**src/rtl/cache_controller.sv**
```systemverilog
//==============================================================================
// Module      : cache_controller
// Description : Read-path controller for a direct-mapped cache. It probes the
//               cache, fetches 4-word blocks from memory on a miss and returns
//               the requested word. The optional hit/miss counters are enabled
//               with `define CACHE_STATS_EN.
// Revision    : 1.0 - initial release
//==============================================================================
`default_nettype none

`ifndef WORD_LENGTH
`define WORD_LENGTH 32
`endif

module cache_controller #(
  parameter int ADDR_WIDTH = 15,
  parameter int WORD_WIDTH = `WORD_LENGTH
) (
  input  logic                  clk,
  input  logic                  rst,
  input  logic                  cpu_read,
  input  logic [ADDR_WIDTH-1:0] cpu_address,
  output logic                  cpu_ready,
  output logic [WORD_WIDTH-1:0] cpu_data,
  output logic                  cache_read,
  output logic                  cache_write,
  output logic [ADDR_WIDTH-1:0] cache_address,
  output logic [WORD_WIDTH-1:0] cache_data1,
  output logic [WORD_WIDTH-1:0] cache_data2,
  output logic [WORD_WIDTH-1:0] cache_data3,
  output logic [WORD_WIDTH-1:0] cache_data4,
  input  logic                  cache_hit,
  input  logic [WORD_WIDTH-1:0] cache_out,
  output logic                  mem_read,
  output logic [ADDR_WIDTH-1:0] mem_address,
  input  logic                  mem_valid,
  input  logic [WORD_WIDTH-1:0] mem_data
`ifdef CACHE_STATS_EN
  ,
  output logic [15:0]           hit_count,
  output logic [15:0]           miss_count
`endif
);

  typedef enum logic [2:0] {
    IDLE    = 3'd0,
    COMPARE = 3'd1,
    FETCH   = 3'd2,
    FILL    = 3'd3,
    READ    = 3'd4,
    DONE    = 3'd5
  } state_t;

  state_t                r_state;
  state_t                w_state_next;
  logic [ADDR_WIDTH-1:0] r_addr;
  logic [WORD_WIDTH-1:0] r_buf [0:3];
  logic [1:0]            r_beat;

  always_ff @(posedge clk) begin
    if (rst) begin
      r_state  <= IDLE;
      r_addr   <= '0;
      cpu_data <= '0;
      r_beat   <= 2'd0;
      for (int i = 0; i < 4; i++) r_buf[i] <= '0;
    end else begin
      r_state <= w_state_next;
      case (r_state)
        IDLE:    if (cpu_read) r_addr <= cpu_address;
        COMPARE: if (!cache_hit) r_beat <= 2'd0;
        FETCH: begin
          if (mem_valid) begin
            r_buf[r_beat] <= mem_data;
            r_beat        <= r_beat + 2'd1;
          end
        end
        READ:    cpu_data <= cache_out;
        default: ;
      endcase
    end
  end

  always_comb begin
    w_state_next = r_state;
    cpu_ready    = 1'b0;
    cache_read   = 1'b0;
    cache_write  = 1'b0;
    mem_read     = 1'b0;
    case (r_state)
      IDLE:    if (cpu_read) w_state_next = COMPARE;
      COMPARE: w_state_next = cache_hit ? READ : FETCH;
      FETCH: begin
        mem_read = 1'b1;
        if (mem_valid && (r_beat == 2'd3)) w_state_next = FILL;
      end
      // The hit flag is not rechecked after a fill: the line is known good.
      FILL: begin
        cache_write  = 1'b1;
        w_state_next = READ;
      end
      READ: begin
        cache_read   = 1'b1;
        w_state_next = DONE;
      end
      DONE: begin
        cpu_ready    = 1'b1;
        w_state_next = IDLE;
      end
      default: w_state_next = IDLE;
    endcase
  end

  assign cache_address = r_addr;
  assign mem_address   = {r_addr[ADDR_WIDTH-1:2], 2'b00};
  assign cache_data1   = r_buf[0];
  assign cache_data2   = r_buf[1];
  assign cache_data3   = r_buf[2];
  assign cache_data4   = r_buf[3];

`ifdef CACHE_STATS_EN
  always_ff @(posedge clk) begin
    if (rst) begin
      hit_count  <= 16'd0;
      miss_count <= 16'd0;
    end else if (r_state == COMPARE) begin
      if (cache_hit) hit_count  <= hit_count + 16'd1;
      else           miss_count <= miss_count + 16'd1;
    end
  end
`endif

endmodule

`default_nettype wire

```
**config.mk**
```make
export PLATFORM = sky130hd
export DESIGN_NAME = cache_controller
export DESIGN_NICKNAME = d
export VERILOG_FILES = /design/src/rtl/cache_controller.sv
export SDC_FILE = /design/constraint.sdc
export NUM_CORES = 1
export LEC_CHECK = 0
export BUFFER_PORTS_ARGS = -buffer_cell sky130_fd_sc_hd__buf_4
export CORE_MARGIN = 5
export CORE_UTILIZATION = 49
export DETAILED_ROUTE_END_ITERATION = 7
export GPL_TIMING_DRIVEN = 0
export PLACE_DENSITY = 0.91
export SLEW_MARGIN = 10
export SYNTH_ARGS = -nofsm -noshare
export SYNTH_HDL_FRONTEND = slang
export SYNTH_SLANG_ARGS = --single-unit
```
**constraint.sdc**
```tcl
create_clock -name clk -period 3.8 [get_ports clk]
set_clock_uncertainty 0.1 [all_clocks]
set_input_delay 0.76 -clock clk [delete_from_list [all_inputs] [get_ports clk]]
set_output_delay 0.76 -clock clk [all_outputs]
set_load 0.02 [all_outputs]
```
==> flow_summary.yaml <==
floorplanning:
  die_w_um: 130.1
  initial_core_util_pct: 50.54
  core_mm2: 0.01399
  fp-row-count: 43
  die-area_mm2: 0.01693
  die_y_um: 130.1
  pin_count: 278
cts:
  numCtsBuffers: 17
  cts.path.max_buffers: 2
  htreeDepth: 4
  cts_root_buf: "clkbuf_16"
  clk_latency_ns: 0.42
  tritoncts: "done"
  ctsResizeCount: 0
  clock-sinks: 180
  clkTransAtPathRegs_ns: 0.07
  holdBufCountCts: 0
  cts_setup_buffers: 0
finish:
  area_growth_syn_to_layout_pct: 41.10
  finalNonFillerCells: 1019
  seqCellArea_mm2: 0.004885
  final_nets: 911
  fillers: 944
  multi_input_area_mm2: 0.001856
  antennaDiodeCount: 0
  drive_above_1_share_pct: 48.03
  final_area_mm2: 0.009975
power:
  p_total_mw: 4.483
  vdd_drop_max_mv: 0.2295
  power.density_mw_per_mm2: 449.5
  power.leakage_nw: 4.258
run_status:
  status: "finished, final reports clean"
global_route:
  grt_start_max_net_pins: 33
  antenna_found_initial: 0
  grt_pass1_vias: 5194
  grt_pass1_wl_mm: 28.50
  overflow: 0
  grtUsageTotal_pct: 22.51
setup_path:
  crit_buf_inv: 5
  critPathMaxFanout: 10
  required_ns: 2.94
  cpMaxStageDelayCell: "or3b_1"
  critPathMaxStageDelay_ns: 0.39
  crit_type: "reg2out"
  path_delay_family: "buffers and inverters"
  endpoint_kind: "primary output"
  cp-endpoint: "cache_read"
  cp_cell_sequence: "buf_6 > or3b_1 > buf_6 > clkinv_4 > buf_12 > buf_4"
  path_depth: 6
  r2r_setup_slack_ns: 1.35
  rr_worst_depth: 4
  critPathArrivalTime_ns: 1.80
  r2r_end: "r_buf[2][18]"
  crit_top_cell: "buf_6"
  rr_startpoint: "r_state[2]"
  cp-startpoint: "r_state[0]"
  startpoint_type: "register"
logic_synthesis:
  ys.flop_type: "edfxtp_1"
  synth.avg_cell_area_um2: 13.31
  yosysUniqueCellTypes: 38
  yosys-top-cells-count: "and2_1 (128), edfxtp_1 (128), nand2_1 (78)"
  synth_edf_count: 128
  yosys_warnings: 0
  netlist_area_mm2: 0.007069
  ys_seq_elements: 180
  synth_seq_area_share_pct: 69.10
  synthTopCellsByArea: "edfxtp_1 (54%), dfxtp_1 (15%), and2_1 (11%)"
  postSynthCellCount: 531
  synth_top_area_share_pct: 54.37
  synthArstFlopShare_pct: 0
  synth_top_area_cell: "edfxtp_1"
timing:
  slew_headroom_pct: 40.97
  hold_slack_ns: 0.3571
  tightestPinTransition_ns: 0.8854
  max_freq_ghz: 0.3766
  grt_setup_unrepaired: "false"
  min_period_ns: 2.655
  setup_tns_ns: 0
  min_period_over_period_pct: 69.88
  finalSetupViolCount: 0
  finalHoldViolations: 0
  slew_viol_final: 0
route:
  wl_mm: 19.57
  drt_iter0_drc: 298
  antenna_left: 0
  vias_per_cell: 5.008
  post-route-drc-count: 0
  vias: 5103
  routedWlPerCell_um: 19.20
  drtPass1Iterations: 4
min_path:
  holdPathStages: 2
  hold_class: "reg2reg"
flow_run:
  max_cap_viol_count: 0
placement:
  numPlacedInstances: 987
  dp_hpwl_mm: 14.35
  placed_cell_area_mm2: 0.009394
  routabilityCongestion: 0.7836
  io_buffers: 274
-- registers in the layout (all words and copies together) (netlist names) --
signal and cells:
cache_address 15, cpu_data 32, r_buf 128, r_beat 2
r_state 3
-- layout make-up --
| type | instances | area share, % |
|---|---|---|
| plain buffers | 48 | 3.362 |
| clock buffers | 17 | 4.265 |
| clock inverters | 15 | 1.555 |
| inverters | 1 | 0.08781 |
| multi-input cells | 303 | 18.60 |
| flip-flops and latches | 180 | 48.97 |
| well taps | 180 | 2.258 |
| repair buffers | 275 | 20.90 |
-- through the flow --
step | utilization (%) | setup WS (ns)
6_report | 71.31 | 1.145
5_1_grt | 71.31 | 1.089
4_1_cts | 71.31 | 1.117
3_5_place_dp | 67.16 | 0.8718
3_3_place_gp | 66.88 | -0.4508
2_1_floorplan | - | 0.6848
-- layer usage --
layer | vias up | routed length, µm | track usage (%)
met5 | - | 0 | 0
met2 | 280 | 10220 | 40.80
li1 | 2377 | - | -
met4 | 0 | 298 | 6.724
met1 | 2420 | 7051 | 25.21
met3 | 26 | 1997 | 7.327
-- cell families (layout without fill, tap and decap cells) --
group / count (synthesis) / count (layout) / share of synthesized area [%]
fa+ha+maj: 1 / 1 / 0.1770
other cells: 1 / 2 / 0.05305
flops: 180 / 180 / 69.10
simple gates: 247 / 247 / 20.28
buf+inv: 49 / 356 / 4.867
compound gates: 53 / 53 / 5.522
-- how the worst min path moves through the flow --
stage	start	to	slack, ns
5_1_grt	cpu_data[4]	cpu_data[4]	0.38
2_1_floorplan	cache_address[0]	cache_address[0]	0.43
3_3_place_gp	cpu_data[29]	cpu_data[29]	0.34
6_report	cpu_data[29]	cpu_data[29]	0.36
4_1_cts	cpu_data[29]	cpu_data[29]	0.36
3_5_place_dp	cpu_data[29]	cpu_data[29]	0.35
-- worst min-delay path, cell delays in order (launching register included) --
cell,delay (ns)
dfxtp_1,0.31
nand2_1,0.05
a21oi_1,0.05
-- power breakdown --
part	total, mW	internal (mW)	switching [mW]
combinational	0.538	0.237	0.301
clock	1.73	0.931	0.799
sequential	2.21	2.18	0.0395
-- layout by cell type (no fill, tap or decap), drive strengths merged --
cell type,count
and2,128
a21oi,48
clkinv,6
conb,2
inv,9
nand4bb,1
nand2b,1
dfxtp,52
and3b,1
nand3b,1
nor3,1
ha,1
a211oi,1
bufinv,1
nor2b,1
o21bai,1
or2,3
nor2,4
nor4,1
a2111oi,1
or3b,2
or4b,2
nand2,97
clkbuf,33
nand4b,1
a32o,1
nor4b,3
buf,307
edfxtp,128
o31ai,1
Note: power is estimated with default switching activity, not from simulation.
